### config.mk
export PLATFORM = sky130hd
export DESIGN_NAME = fetch_stage
export DESIGN_NICKNAME = d
export VERILOG_FILES = /design/src/rtl/fetch_stage_pkg.sv /design/src/rtl/fetch_stage_if_id_reg.sv /design/src/rtl/fetch_stage.sv
export SDC_FILE = /design/constraint.sdc
export NUM_CORES = 1
export LEC_CHECK = 0
export CORE_MARGIN = 8
export CORE_UTILIZATION = 40
export CTS_CLUSTER_DIAMETER = 150
export DETAILED_ROUTE_END_ITERATION = 12
export GPL_TIMING_DRIVEN = 0
export PLACE_DENSITY = 0.69
export SLEW_MARGIN = 15
export SYNTH_ARGS = -nofsm -noshare
export SYNTH_HDL_FRONTEND = slang
export SYNTH_SLANG_ARGS = --single-unit
export TNS_END_PERCENT = 30
### constraint.sdc
create_clock -name i_clk -period 2.58 [get_ports i_clk]
set_input_delay 0.516 -clock i_clk [delete_from_list [all_inputs] [get_ports i_clk]]
set_output_delay 0.516 -clock i_clk [all_outputs]
set_load 0.02 [all_outputs]
### src/rtl/fetch_stage_pkg.sv
// rv_pkg: types and constants shared by the fetch stage, the IF/ID register and decode.
package rv_pkg;
    localparam int XLEN = 32;
    localparam logic [XLEN-1:0] NOP_INST = 32'h0000_0013;

    typedef enum logic [2:0] {
        ST_RST,
        ST_REQ,
        ST_WAIT,
        ST_DROP,
        ST_HOLD
    } fetch_state_t;

    typedef struct packed {
        logic            valid;
        logic [XLEN-1:0] inst;
        logic [XLEN-1:0] pc;
        logic [XLEN-1:0] pc_plus4;
    } if_id_t;
endpackage

### src/rtl/fetch_stage_if_id_reg.sv
// if_id_reg: IF/ID pipeline flop; holds on stall, loads on a delivered instruction,
// otherwise inserts a bubble so decode never sees the same instruction twice.
module if_id_reg #(
    parameter logic [31:0] RESET_ADDR = 32'h0000_0000,
    parameter logic [31:0] NOP_INST   = 32'h0000_0013
) (
    input  logic           i_clk,
    input  logic           i_rst_n,
    input  logic           i_hold,
    input  logic           i_load,
    input  rv_pkg::if_id_t i_d,
    output rv_pkg::if_id_t o_q
);
    import rv_pkg::*;

    if_id_t r_q;

    always_ff @(posedge i_clk) begin
        if (!i_rst_n) begin
            r_q.valid    <= 1'b0;
            r_q.inst     <= NOP_INST;
            r_q.pc       <= RESET_ADDR;
            r_q.pc_plus4 <= RESET_ADDR + 32'd4;
        end else if (!i_hold) begin
            if (i_load) begin
                r_q <= i_d;
            end else begin
                r_q.valid <= 1'b0;
                r_q.inst  <= NOP_INST;
            end
        end
    end

    assign o_q = r_q;
endmodule

### src/rtl/fetch_stage.sv
// fetch_stage: PC, instruction-memory handshake FSM with skid register, feeding IF/ID.
// Timing note: i_imem_valid -> o_imem_ren/o_imem_addr is a deliberate combinational path (back-to-back issue).
module fetch_stage #(
    parameter logic [31:0] RESET_ADDR = 32'h0000_0000,
    parameter logic [31:0] NOP_INST   = 32'h0000_0013
) (
    input  logic        i_clk,
    input  logic        i_rst_n,
    input  logic        i_stall_if_id,
    input  logic        i_redirect,
    input  logic [31:0] i_redirect_pc,
    output logic [31:0] o_imem_addr,
    output logic        o_imem_ren,
    input  logic        i_imem_ready,
    input  logic        i_imem_valid,
    input  logic [31:0] i_imem_rdata,
    output logic        o_rst_stall,
    output logic        o_id_valid,
    output logic [31:0] o_id_inst,
    output logic [31:0] o_id_pc,
    output logic [31:0] o_id_pc_plus4
);
    import rv_pkg::*;

    fetch_state_t r_state;
    logic [31:0]  r_pc;
    logic [31:0]  r_skid;
    logic         w_redir;
    logic         w_b2b;
    logic         w_accept;
    logic         w_load;
    logic [31:0]  w_pc4;
    logic [31:0]  w_target;
    if_id_t       w_d;
    if_id_t       w_q;

    // A redirect is only honoured when the branch in ID is itself moving.
    assign w_redir    = i_redirect && !i_stall_if_id;
    assign w_b2b      = r_state == ST_WAIT && i_imem_valid && !i_stall_if_id && !i_redirect;
    assign w_pc4      = r_pc + 32'd4;
    assign w_target   = i_redirect_pc & ~32'd3;
    assign o_imem_ren  = r_state == ST_REQ || w_b2b;
    assign o_imem_addr = w_b2b ? w_pc4 : r_pc;
    assign o_rst_stall = r_state == ST_RST;
    assign w_accept   = o_imem_ren && i_imem_ready;
    assign w_load     = w_b2b || (r_state == ST_HOLD && !i_stall_if_id && !i_redirect);
    assign w_d        = '{valid: 1'b1, inst: w_b2b ? i_imem_rdata : r_skid, pc: r_pc, pc_plus4: w_pc4};

    always_ff @(posedge i_clk) begin
        if (!i_rst_n) begin
            r_state <= ST_RST;
            r_pc    <= RESET_ADDR;
            r_skid  <= '0;
        end else begin
            case (r_state)
                ST_RST: r_state <= ST_REQ;
                ST_REQ: begin
                    if (w_redir) begin
                        r_pc    <= w_target;
                        r_state <= w_accept ? ST_DROP : ST_REQ;
                    end else if (w_accept) begin
                        r_state <= ST_WAIT;
                    end
                end
                ST_WAIT: begin
                    if (i_imem_valid) begin
                        if (w_redir) begin
                            r_pc    <= w_target;
                            r_state <= ST_REQ;
                        end else if (i_stall_if_id) begin
                            r_skid  <= i_imem_rdata;
                            r_state <= ST_HOLD;
                        end else begin
                            r_pc    <= w_pc4;
                            r_state <= w_accept ? ST_WAIT : ST_REQ;
                        end
                    end else if (w_redir) begin
                        r_pc    <= w_target;
                        r_state <= ST_DROP;
                    end
                end
                ST_DROP: begin
                    if (w_redir) r_pc <= w_target;
                    if (i_imem_valid) r_state <= ST_REQ;
                end
                ST_HOLD: begin
                    if (!i_stall_if_id) begin
                        r_pc    <= i_redirect ? w_target : w_pc4;
                        r_state <= ST_REQ;
                    end
                end
                default: r_state <= ST_RST;
            endcase
        end
    end

    if_id_reg #(
        .RESET_ADDR(RESET_ADDR),
        .NOP_INST  (NOP_INST)
    ) u_if_id (
        .i_clk  (i_clk),
        .i_rst_n(i_rst_n),
        .i_hold (i_stall_if_id),
        .i_load (w_load),
        .i_d    (w_d),
        .o_q    (w_q)
    );

    assign o_id_valid    = w_q.valid;
    assign o_id_inst     = w_q.inst;
    assign o_id_pc       = w_q.pc;
    assign o_id_pc_plus4 = w_q.pc_plus4;
endmodule

# --- Yosys cells after proc, flatten, opt, wreduce, memory -nomap -nowiden ---
# Index checks and enable logic that the tools add are counted.
totals:
  ff_bits: 164
  wordCells: 58
  in_bits: 70
  output_inout_bits: 131
classes:
  mux: 21
  bitwise: 2
  n_eq_ne: 9
  n_reduce_logical: 18
  addsub: 1
ops:
  columns: ["cell", "count"]
  rows:
  - ["$mux 32", 8]
  - ["$pmux 32 s3", 1]
  - ["$mux 33", 1]
  - ["$add 32x3->32 const B", 1]
  - ["$mux 3", 8]
  - ["$pmux 3 s5", 1]
  - ["$reduce_and 4->1", 2]
  - ["$logic_and 1x1->1", 7]
  - ["$eq 3x2->1 const B", 2]
  - ["$ne 3x3->1 const B", 2]
  - ["$mux 2", 2]
  - ["$ne 2x2->1 const B", 2]
  - ["$ne 4x4->1 const B", 1]
  - ["$eq 3x1->1 const B", 1]
  - ["$eq 3x3->1 const B", 1]
  - ["$logic_not 3->1", 1]
  - ["$reduce_and 3->1", 1]
  - ["$reduce_bool 3->1", 1]
  - ["$logic_not 1->1", 2]
  - ["$logic_or 1x1->1", 2]
  - ["$not 1->1", 2]
  - ["$reduce_and 2->1", 1]
  - ["$reduce_or 2->1", 1]

# --- Logic depth before layout (Yosys ltp) ---
depth:
  ltp_word: 11
  mapped_depth: 9
  ltp_nobuf: 7

# --- By module ---
# From an unflattened synthesis, not the netlist that was laid out.
hier_totals:
  hier_cells: 1124
  hier_area_um2: 8645.8
modules_own_cells:
  columns: ["module", "area_each_um2", "seq_area_each_um2", "instances", "cells_each"]
  rows:
  - ["fetch_stage", 4818.4, 1341.3, 1, 699]
  - ["if_id_reg", 3827.4, 1941.9, 1, 425]

# --- Worst setup path before layout ---
# No wires, ideal clock.
synth_timing:
  kind: "flip-flop to output port"
  from: "register r_pc[2]"
  to: "output port o_imem_addr[30]"
  stages_incl_launch_ff: 8
  arrival_time_ns: 2.083
  path_buffers: 1
  slack_ns: -0.019
  required_time_ns: 2.064
  path_cell_list: "dfxtp_1 > ha_1 > nand3_4 > nor4_4 > and3_1 > buf_4 > nand4_1 > xnor2_1"
synth_via:
  elab_chain_cells: 2
synth_lines:
  columns: ["element", "line_no", "text"]
  rows:
  - ["start, declared", "fetch_stage.sv:26", "logic [31:0] r_pc;"]
  - ["start signal, assigned", "fetch_stage.sv:59", "r_pc <= w_target;"]
  - ["start signal, assigned", "fetch_stage.sv:68", "r_pc <= w_target;"]
  - ["start signal, assigned", "fetch_stage.sv:74", "r_pc <= w_pc4;"]
  - ["$add 32x3->32", "fetch_stage.sv:40", "assign w_pc4 = r_pc + 32'd4;"]
  - ["$mux 32", "fetch_stage.sv:43", "assign o_imem_addr = w_b2b ? w_pc4 : r_pc;"]
  - ["end, declared", "fetch_stage.sv:12", "output logic [31:0] o_imem_addr,"]
# Every way passes these cells.

# --- Final worst setup path ---
layout_timing:
  from: "register r_pc[11]"
  to: "output port o_imem_addr[23]"
# Same word-level chain as after synthesis.

==> impl_metrics.tcl <==
set metrics [dict create \
    cp.arrival_ps 2440 \
    run_status "finished, violations left" \
    ys_ff_latch 162 \
    clk_latency_ps 440 \
    die_h_um 156.8 \
    yosys-mux-area-fraction 0.002838 \
    rrSetupSlack_ps 100 \
    synth_top_area_share 0.4087 \
    cts.reportedPaths.clkPinSlew_ps 70 \
    reg2regPathDepth 14 \
    drtIter0Drc 1082 \
    grt_overflow_total 0 \
    stdcell_count 1521 \
    holdWs_ps 455.5 \
    htree_levels 4 \
    synth_area_leaders "dfxtp_1, nand2_1, a21boi_0" \
    final_layout_size_suffix_gt1_frac 0.1841 \
    synth_top_family_by_area "compound AO/OA/AOI/OAI gates" \
    port_buffers 197 \
    netlist_instances 971 \
    grt_max_degree 18 \
    cts-buffers-inserted 17 \
    synthArstFlopShare 0 \
    synth_enable_flop_cells 0 \
    slew_headroom 0.3572 \
    violations "setup timing" \
    min_path_type "reg2reg" \
    worstReg2RegStart "r_pc[11]$_SDFFE_PN0P_" \
    yosys.area_share.simple 0.2225 \
    cp-end-kind "output pin" \
    seq_area_frac_synth 0.4087 \
    ys_top_cells_by_count "nand2_1, dfxtp_1, clkbuf_1" \
    synth_area_per_cell_sq_um 8.172 \
    gpl.final_weighted_congestion 0.9060 \
    synth_flop_cell "dfxtp_1" \
    ioPinCount 201 \
    ys_warn_count 0 \
    path_cells "buf_6 > nand4_4 > buf_6 > nor4_4 > and2_1 > buf_6 > buf_4 > nand2_4 > nor2_2 > xor2_1 > buf_4" \
    hold_viol_final 0 \
    drc_errors 0 \
    drtAntennaViolNets 0 \
    critPathMaxStageDelay_ps 330 \
    postCtsHoldBufs 0 \
    syn_to_final_growth_pct 46.01 \
    rows 51 \
    grt_pass1_vias 8201 \
    cts_sinks 162 \
    cp-endpoint "o_imem_addr[23]" \
    antenna_found_initial 2 \
    core_region_area_sq_um 19460 \
    vias_per_cell 5.692 \
    drt-pass1-iter-count 7 \
    routed_wl_mm 31.27 \
    tns_ps -5086 \
    cp_slowest_cell "dfxtp_2" \
    max_freq_mhz 338.8 \
    drv_slew 0 \
    synth_fp_nets 1042 \
    tightest_slew_ps 958.4 \
    dp_hpwl_mm 21.72 \
    synth.most_common_cell "nand2_1" \
    period_minus_slack_ps 2951 \
    synth_adder_area_share 0.001577 \
    vias 8657 \
    synth_cell_type_count 61 \
    critPathMostFrequentCell "buf_6" \
    synth_xor_area_frac 0.06181 \
    initial_core_util 0.4077 \
    crit_start "r_pc[11]$_SDFFE_PN0P_" \
    grt_pass1_wl_mm 46.60 \
    drv_cap 0 \
    finalCritPeriodShare 1.144 \
    cp_data_required_time_ps 2060 \
    die_area_sq_um 24600 \
    cts_tree "yes" \
    yosysTopAreaCell "dfxtp_1" \
    peakVddDrop_v 0.0004791 \
    crit_path_start_kind "flip-flop" \
    cp_max_fo 5 \
    synth-compound-area-share 0.2417 \
    cts_root_buffer "clkbuf_16" \
    r2r-end "r_pc[25]$_SDFFE_PN0P_" \
    dp_cells 1433 \
    fillCellCount 1714 \
    power.density_nw_per_um2 604.9 \
    leakage_nw 4.502 \
    grt_usage 0.2460 \
    clockBufferDepth 2 \
    rsz0062_at_grt "true" \
    final_nets 1313 \
    fin_worst_skew_ps 10.15 \
    worst_slack_ps -371.3 \
    die_w_um 156.8 \
    setup_viol 24 \
    wire_per_inst_um 20.56 \
    path_class "reg2out" \
    syn_area_sq_um 7935 \
]
## cell usage in the layout, fill, tap and decap left out, types with 5 or more instances in the layout
cell | synthesis | final
a22oi_1 | 6 | 6
clkbuf_16 | 0 | 17
o21ai_1 | 13 | 12
o21ai_0 | 35 | 35
nand4_1 | 12 | 12
buf_1 | 7 | 7
a21oi_1 | 48 | 47
dfxtp_4 | 0 | 7
a222oi_1 | 29 | 29
and2_1 | 8 | 6
nand3_1 | 12 | 11
nor3_1 | 14 | 11
nor2_1 | 45 | 39
o211a_1 | 15 | 15
nand2_2 | 0 | 6
and3_1 | 13 | 11
dfxtp_1 | 162 | 142
dlygate4sd2_1 | 0 | 5
nor2b_1 | 39 | 38
buf_4 | 14 | 79
buf_6 | 0 | 19
buf_2 | 20 | 18
a21boi_1 | 22 | 22
inv_6 | 0 | 7
xnor2_2 | 0 | 9
dfxtp_2 | 0 | 13
nand2_1 | 210 | 200
xor2_1 | 23 | 23
clkbuf_1 | 57 | 48
a21boi_0 | 50 | 50
o22ai_1 | 9 | 9
xnor2_1 | 33 | 24
clkdlybuf4s50_1 | 0 | 162
inv_1 | 10 | 10
## registers in the layout (all words and copies together) (netlist names)
| name | cells |
|---|---|
| r_state | 3 |
| r_pc | 32 |
| u_if_id.o_q | 95 |
| r_skid | 32 |
## power by group
group / total (mW) / switching (mW) / internal, mW
Combinational: 1.71 / 1.01 / 0.697
Sequential: 2.78 / 0.145 / 2.63
Clock: 2.53 / 1.22 / 1.31
## critical path, delay by kind of cell, from the launching register on
kind                      cells  cell delay [ps]
xor gates and xnor gates      1              160
buffers and inverters         5              670
DFF                           1              330
and+or+nand+nor               5              860
## final cells by class
type,count,area (sq um),share of cell area
Inverter,10,37.54,0.003240
Tap cell,265,331.6,0.02862
Timing Repair Buffer,262,2421,0.2090
Buffer,88,483.0,0.04168
Sequential cell,162,3286,0.2836
Multi-Input combinational cell,701,4452,0.3842
Clock inverter,14,133.9,0.01156
Clock buffer,18,439.2,0.03790
Antenna cell,1,2.502,0.0002160
## worst min path at each step
stage	startpoint	to	slack, ps	cells past startpoint
2_1_floorplan	r_skid[14]$_SDFFE_PN0P_	r_skid[14]$_SDFFE_PN0P_	430	2
3_3_place_gp	r_skid[3]$_SDFFE_PN0P_	r_skid[3]$_SDFFE_PN0P_	440	2
3_5_place_dp	r_skid[22]$_SDFFE_PN0P_	r_skid[22]$_SDFFE_PN0P_	450	2
4_1_cts	r_skid[22]$_SDFFE_PN0P_	r_skid[22]$_SDFFE_PN0P_	460	2
5_1_grt	r_skid[21]$_SDFFE_PN0P_	r_skid[21]$_SDFFE_PN0P_	470	2
6_report	r_skid[22]$_SDFFE_PN0P_	r_skid[22]$_SDFFE_PN0P_	460	2
## per-layer routing
layer / track usage / vias to the layer above / wire (um)
met4: 0.1135 / 4 / 1267
met1: 0.3048 / 4058 / 12100
met2: 0.3847 / 551 / 14070
met5: 0 / - / 27
met3: 0.07501 / 106 / 3803
li1: - / 3938 / -
## per-stage QoR
step	instance area (sq um)	total power, mW	setup WS (ps)	utilization
final	11590	7.009	-371.3	0.5953
after global routing	11580	7.218	-465.5	0.5952
after CTS	11500	6.962	-387.7	0.5910
after detailed placement	10250	4.375	-1362	0.5265
after global placement	10250	4.365	-1392	0.5265
after floorplan	7943	3.717	50.74	-
## logic make-up (layout without fill, tap and decap cells)
family | count (synthesis) | count (layout)
AND/OR/NAND/NOR | 374 | 374
AO/OA/AOI/OAI | 268 | 268
flip-flops | 162 | 162
buffers and inverters | 108 | 392
XOR/XNOR | 56 | 56
multiplexers | 2 | 2
adder cells (fa/ha/maj) | 1 | 1
other | 0 | 1
## what timing repair did
item / in CTS / in global routing
gates resized for setup: 233 / 43
setup buffers: 54 / 14
endpoints found under the setup margin: 48 / 52
pin swaps: 29 / 25
Note: power is estimated with default switching activity, not from simulation.
